### src/rtl/button_event_decoder.sv
// -----------------------------------------------------------------------------
// button_event_decoder
//
// Turns the debounced switch level into discrete user events: press, release,
// single click, double click and long press. Every event output is a one-cycle
// registered pulse in the i_clk domain.
//
// Configuration macro:
//   BUTTON_EVENT_DOUBLE_CLICK_EN
//     defined   : double-click detection is built (GAP / PRESS2 states). A short
//                 press is reported as a single click only once the
//                 double-click window has expired.
//     undefined : GAP / PRESS2 are not built and o_double_click is tied low. A
//                 short press is reported as a single click together with its
//                 release, with no added latency.
//
// Parameters:
//   LONG_PRESS_CYCLES   : hold duration (cycles) that makes a long press (>= 2)
//   DOUBLE_CLICK_CYCLES : window after a release for the second press (>= 2)
//
// Ports:
//   i_clk          : system clock
//   i_rst_n        : asynchronous active-low reset
//   i_debounced    : debounced switch level, high = pressed, synchronous to i_clk
//   o_held         : registered copy of i_debounced
//   o_press        : pulse on each rising edge of the level
//   o_release      : pulse on each falling edge of the level
//   o_single_click : pulse when a short press is known not to start a double click
//   o_double_click : pulse when the second short press of a pair is released
//   o_long_press   : pulse when a hold reaches LONG_PRESS_CYCLES
// -----------------------------------------------------------------------------
module button_event_decoder #(
  parameter int LONG_PRESS_CYCLES   = 25000000,
  parameter int DOUBLE_CLICK_CYCLES = 6250000
) (
  input  logic i_clk,
  input  logic i_rst_n,
  input  logic i_debounced,
  output logic o_held,
  output logic o_press,
  output logic o_release,
  output logic o_single_click,
  output logic o_double_click,
  output logic o_long_press
);

  localparam int MAX_CYCLES = (LONG_PRESS_CYCLES > DOUBLE_CLICK_CYCLES) ?
                              LONG_PRESS_CYCLES : DOUBLE_CLICK_CYCLES;
  localparam int CNT_W      = $clog2(MAX_CYCLES) + 1;

  // The counter is cleared on the edge that enters a state, so it holds k-1 on
  // the k-th edge spent there; the terminal compare is therefore against N-1.
  localparam logic [CNT_W-1:0] LONG_TC = CNT_W'(LONG_PRESS_CYCLES - 1);
  localparam logic [CNT_W-1:0] CNT_SAT = {CNT_W{1'b1}};

`ifdef BUTTON_EVENT_DOUBLE_CLICK_EN
  localparam logic [CNT_W-1:0] GAP_TC = CNT_W'(DOUBLE_CLICK_CYCLES - 1);

  typedef enum logic [2:0] {
    ST_IDLE      = 3'd0,
    ST_PRESS1    = 3'd1,
    ST_GAP       = 3'd2,
    ST_PRESS2    = 3'd3,
    ST_LONG_HELD = 3'd4
  } state_e;
`else
  typedef enum logic [2:0] {
    ST_IDLE      = 3'd0,
    ST_PRESS1    = 3'd1,
    ST_LONG_HELD = 3'd4
  } state_e;
`endif

  state_e           state_q, state_d;
  logic [CNT_W-1:0] cnt_q, cnt_d;
  logic             r_prev_q, r_prev_d;
  logic             press_q, press_d;
  logic             release_q, release_d;
  logic             single_q, single_d;
  logic             double_q, double_d;
  logic             long_q, long_d;

  logic             rise_s;
  logic             fall_s;
  logic             long_tc_s;

  // Edge detection against the previous sample; independent of FSM state.
  always_comb begin
    r_prev_d  = i_debounced;
    rise_s    = i_debounced & ~r_prev_q;
    fall_s    = ~i_debounced & r_prev_q;
    press_d   = rise_s;
    release_d = fall_s;
  end

  // Next-state and event decode. An edge sampled together with a terminal
  // count always takes priority over the timeout.
  always_comb begin
    state_d   = state_q;
    single_d  = 1'b0;
    double_d  = 1'b0;
    long_d    = 1'b0;
    long_tc_s = (cnt_q == LONG_TC);

    case (state_q)
      ST_IDLE: begin
        if (rise_s) begin
          state_d = ST_PRESS1;
        end else begin
          state_d = ST_IDLE;
        end
      end

      ST_PRESS1: begin
        if (fall_s) begin
`ifdef BUTTON_EVENT_DOUBLE_CLICK_EN
          state_d = ST_GAP;
`else
          state_d  = ST_IDLE;
          single_d = 1'b1;
`endif
        end else if (long_tc_s) begin
          state_d = ST_LONG_HELD;
          long_d  = 1'b1;
        end else begin
          state_d = ST_PRESS1;
        end
      end

`ifdef BUTTON_EVENT_DOUBLE_CLICK_EN
      ST_GAP: begin
        if (rise_s) begin
          state_d = ST_PRESS2;
        end else if (cnt_q == GAP_TC) begin
          state_d  = ST_IDLE;
          single_d = 1'b1;
        end else begin
          state_d = ST_GAP;
        end
      end

      ST_PRESS2: begin
        if (fall_s) begin
          state_d  = ST_IDLE;
          double_d = 1'b1;
        end else if (long_tc_s) begin
          // A long second press swallows the click entirely.
          state_d = ST_LONG_HELD;
          long_d  = 1'b1;
        end else begin
          state_d = ST_PRESS2;
        end
      end
`endif

      ST_LONG_HELD: begin
        if (fall_s) begin
          state_d = ST_IDLE;
        end else begin
          state_d = ST_LONG_HELD;
        end
      end

      default: begin
        state_d = ST_IDLE;
      end
    endcase
  end

  // Shared cycle counter: cleared on every state change, saturates at all-ones.
  always_comb begin
    cnt_d = cnt_q;
    if (state_d != state_q) begin
      cnt_d = {CNT_W{1'b0}};
    end else if (cnt_q != CNT_SAT) begin
      cnt_d = cnt_q + {{(CNT_W-1){1'b0}}, 1'b1};
    end else begin
      cnt_d = cnt_q;
    end
  end

  // State, counter and registered event outputs.
  always_ff @(posedge i_clk or negedge i_rst_n) begin
    if (!i_rst_n) begin
      state_q   <= ST_IDLE;
      cnt_q     <= {CNT_W{1'b0}};
      r_prev_q  <= 1'b0;
      press_q   <= 1'b0;
      release_q <= 1'b0;
      single_q  <= 1'b0;
      double_q  <= 1'b0;
      long_q    <= 1'b0;
    end else begin
      state_q   <= state_d;
      cnt_q     <= cnt_d;
      r_prev_q  <= r_prev_d;
      press_q   <= press_d;
      release_q <= release_d;
      single_q  <= single_d;
      double_q  <= double_d;
      long_q    <= long_d;
    end
  end

  assign o_held         = r_prev_q;
  assign o_press        = press_q;
  assign o_release      = release_q;
  assign o_single_click = single_q;
  assign o_double_click = double_q;
  assign o_long_press   = long_q;

endmodule

### config.mk
export PLATFORM = sky130hd
export DESIGN_NAME = button_event_decoder
export DESIGN_NICKNAME = d
export VERILOG_FILES = /design/src/rtl/button_event_decoder.sv
export SDC_FILE = /design/constraint.sdc
export NUM_CORES = 1
export LEC_CHECK = 0
export BUFFER_PORTS_ARGS = -buffer_cell sky130_fd_sc_hd__buf_2
export CORE_MARGIN = 5
export CORE_UTILIZATION = 55
export DETAILED_ROUTE_END_ITERATION = 16
export PLACE_DENSITY_LB_ADDON = 0.3
export SLEW_MARGIN = 10
export SYNTH_ARGS = -nofsm -noshare
export SYNTH_HDL_FRONTEND = slang
export SYNTH_SLANG_ARGS = --single-unit
### constraint.sdc
create_clock -name i_clk -period 2.1 [get_ports i_clk]
set_input_delay 0.525 -clock i_clk [delete_from_list [all_inputs] [get_ports i_clk]]
set_output_delay 0.525 -clock i_clk [all_outputs]
set_load 0.02 [all_outputs]
* Yosys cells after proc, flatten, opt, wreduce, memory -nomap -nowiden
Index checks and enable logic that the tools add are counted.
Widths: inputs -> output; s select.
** Storage, ports and cells
- Register bits :: 34
- Latch bits :: 0
- Bits in writable memories :: 0
- Memory bits (read-only) :: 0
- Input bits :: 3
- Output and inout port bits :: 6
- Logic and storage cells :: 31
- Memories kept :: 0
** Cells by class
- $add $sub $neg :: 1
- Multiply operators :: 0
- Div/mod/pow operators :: 0
- $lt $le $gt $ge :: 0
- Equal/unequal tests :: 5
- Shifts and indexed selects :: 0
- Muxes and demuxes :: 12
- Bitwise logic cells :: 4
- Reductions and logical operators :: 2
** Operators by type and width (number)
- $mux 26 :: 2
- $add 26x1->26 const B :: 1
- $eq 26x25->1 const B :: 1
- $ne 26x26->1 const B :: 1
- $mux 3 :: 3
- $pmux 3 s3 :: 1
- $mux 1 :: 6
- $eq 3x1->1 const B :: 1
- $eq 3x3->1 const B :: 1
- $logic_not 3->1 :: 1
- $ne 3x3->1 :: 1
- $and 1x1->1 :: 2
- $not 1->1 :: 2
- $reduce_bool 2->1 :: 1

* Depth between registers and ports, before layout
- Depth in word-level cells :: 6
- Depth in mapped cells :: 7
- Depth with buffers taken out :: 6

* Worst setup path before layout
OpenSTA, ideal clock, no wires.
- Path type :: reg2reg
- From :: reg cnt_q[7]
- To :: reg cnt_q[17]
- Arrival :: 1804 ps
- Setup slack :: 170 ps
- Cell stages (with the launch flop) :: 7
- Path buffers :: 1
- Period minus slack after synthesis :: 1930 ps
- Cell sequence :: dfrtp_1 > or4b_1 > nor4_1 > nand4_1 > a21oi_4 > buf_6 > a21oi_1
** On the way
- Word-level cells in the longest chain between the ends :: 6
** RTL lines
- from (decl) :: RTL line 75 : logic [CNT_W-1:0] cnt_q, cnt_d;
- from (signal assigned) :: RTL line 186 : cnt_q <= {CNT_W{1'b0}};
- from (signal assigned) :: RTL line 195 : cnt_q <= cnt_d;
- $eq 26x25->1 :: RTL line 103 : long_tc_s = (cnt_q == LONG_TC);
- $mux 3 :: RTL line 122 : end else if (long_tc_s) begin
- $mux 3 :: RTL line 115 : if (fall_s) begin
- $pmux 3 s3 :: RTL line 105 : case (state_q)
- $ne 3x3->1 :: RTL line 173 : if (state_d != state_q) begin
- $mux 26 or $reduce_bool 2->1 (tied branches)
Several ways; a longest one is shown, not always the timed one. The select of a mux whose other input is x is not followed.
A chain may end at the register's enable or synchronous reset.

* Final worst setup path
- From :: reg cnt_q[0]
- To :: reg cnt_q[9]
Same word-level chain as after synthesis.

==> results.cfg <==
[worst_setup_path]
worst_ep_required_time_ns = 2.32
end_kind = flip-flop
path_buf_inv = 2
critPathSlowestCell = or3_4
crit_family = simple AND/OR/NAND/NOR gates
cp_max_fo = 11
startpoint_type = flip-flop
path_cells = ha_1, nand2_1, or3_4, o31ai_4, buf_4, buf_4, xnor2_1, nor2_1
crit_path_frequent_cell = buf_4
cpPeakStageDelay_ns = 0.47
criticalPathCategory = flip-flop to flip-flop
crit_arrival_ns = 2.26

[floorplanning]
start_util_pct = 57.44
chipWidth_um = 66.70
die_h_um = 66.70
die-area_mm2 = 0.004448
ios = 9
rows = 20
core_area_mm2 = 0.003078

[logic_synthesis]
synth_compound_area_share_pct = 15.36
syn_inst = 180
synth_edf_count = 0
syn-cell-area_mm2 = 0.001768
ys.flop_type = dfrtp_1
synth_fp_nets = 184
ys_seq_area_share_pct = 46.71
ys_types = 46
ys_ff_latch = 33
async_flop_share_pct = 100.0
yosys.area_share.adder_pct = 0.7077
synth.avg_cell_area_um2 = 9.822
yosysWarnings = 0
synth_simple_gate_area_share_pct = 25.27
synth_top_family_by_area = simple AND/OR/NAND/NOR gates
synthMuxAreaShare_pct = 1.699
synth_xor_xnor_area_share_pct = 6.936

[route]
vias_per_cell = 5.872
antenna_left = 0
route.detailed.drc = 0
drt-initial-drc-count = 139
dr.pass1.iters = 4
num_vias = 1427
wire_per_inst_um = 15.60
routed_wl_mm = 3.792

[placed_design]
io_buffers = 7
dp_cells = 232
dpl.hpwl_mm = 2.686
gp_congestion = 0.8608

[clock_network]
clk_latency_ns = 0.34
htree_levels = 2
cts_buffers = 5
clk_path_buf_depth = 2
clk_pin_slew_ns = 0.10
cts_tree = built
cts_num_sinks = 33
hold_buffers = 0
clock-root-buffer = clkbuf_4

[global_route]
grt_pass1_wl_mm = 6.527
first_global_vias = 1457
antenna_found_initial = 0
grt-ovfl-total = 0
grt_max_degree = 34
grt_use_total_pct = 19.47

[timing]
slew_headroom_pct = 52.61
whs_ns = 0.2229
fin_crit_ns = 2.039
setup_viol = 0
maxClockFrequency_mhz = 490.5
post-route-period-util_pct = 97.09
tightest_slew_ns = 0.7108
hold_violations = 0
drv_slew = 0
clock_skew_ns = 0.01364

[final_layout]
final_cell_mix = dfrtp_1, nor2_1, xnor2_1, buf_4, nand3_1
num-nets-final = 203
layout-drive-gt1-share_pct = 17.59
area_growth_pct = 12.46
fill_cells = 255
final_common_cell = dfrtp_1
stdcell_count = 243
finalCoreUtilization_pct = 64.59
diodes = 0

[power_and_ir_drop]
power_density_mw_per_mm2 = 636.8
peakVddDrop_v = 0.0005051
total_power_uw = 1266
power_leakage_uw = 0.0007971

[min_path]
hold_path.class = primary input to asynchronous set/reset pin

[outcome]
status = complete, no violations

[run]
maxCapViolCount = 0
[cell usage after synthesis, types with 2 or more instances]
library cell | count | share of area [%]
dfrtp_1 | 33 | 47
nor2_1 | 25 | 5.3
xnor2_1 | 11 | 5.4
nand3_1 | 9 | 2.5
nor3_1 | 9 | 2.5
a21oi_1 | 8 | 2.3
nand4_1 | 8 | 2.8
nand2_1 | 7 | 1.5
nand2b_1 | 6 | 2.1
o21ai_0 | 6 | 1.7
a31oi_1 | 5 | 1.8
or3_1 | 5 | 1.8
and3_1 | 3 | 1.1
clkbuf_1 | 3 | 0.64
mux2i_1 | 3 | 1.7
nor4_1 | 3 | 1.1
xor2_1 | 3 | 1.5
buf_2 | 2 | 0.57
buf_6 | 2 | 1.3
nor2b_1 | 2 | 0.71
o2111ai_1 | 2 | 0.99
[registers in the layout (all words and copies together) (netlist names)]
register,cells
o_single_click,1
o_held,1
o_long_press,1
o_release,1
o_press,1
cnt_q,26
state_q,2
[metal layers]
layer	vias to the layer above	share of wire, %	GRT usage [%]
li1	694	-	-
met1	689	42	23.07
met2	38	51	32.92
met3	6	5.4	4.890
met4	0	1.0	8.883
met5	-	0	0
[path summary, 6_finish.rpt]
path                             start         to  slack, ns  cells after the start
max                           cnt_q[0]   cnt_q[9]       0.06                      8
min                            i_rst_n   cnt_q[1]       0.22                      1
max reg2reg                   cnt_q[0]   cnt_q[9]       0.06                      8
min reg2reg                     o_held    o_press       0.50                      1
max in group asynchronous      i_rst_n  cnt_q[12]       1.41                      1
min in group i_clk         i_debounced     o_held       0.33                      1
[area by class of cell]
cell class | count | area (um^2) | share of cell area [%]
Multi-Input combinational cell | 138 | 898.4 | 45.19
Sequential cell | 33 | 825.8 | 41.54
Timing Repair Buffer | 20 | 150.1 | 7.552
Clock buffer | 7 | 55.05 | 2.769
Tap cell | 44 | 55.05 | 2.769
Inverter | 1 | 3.754 | 0.1888
[power breakdown]
part,internal (uW),switching [uW],total [uW]
clock network,158,203,360
registers,669,41.2,710
logic,83.3,112,195
[kinds of logic after synthesis]
group           after synthesis
buf+inv                       9
mux                           3
other cells                   1
fa+ha+maj                     1
simple gates                 85
xor+xnor                     14
flops                        33
compound gates               34
[per-stage QoR]
stage	cell area (um^2)	setup WS [ns]	TNS [ns]
after floorplan	1768	0.1701	0
after global placement	1887	0.1944	0
after detailed placement	1887	0.03433	0
after CTS	1942	0.03550	0
after global routing	1988	-0.01997	-0.05812
final	1988	0.06117	0
[what timing repair did]
item / 4_1_cts / 5_1_grt
setup buffers: 0 / 4
resized for setup: 0 / 2
endpoints found under the setup margin: 1 / 15
pin swaps: 1 / 2
gates cloned: 0 / 0
No activity file was read; power rests on OpenSTA's default activity.
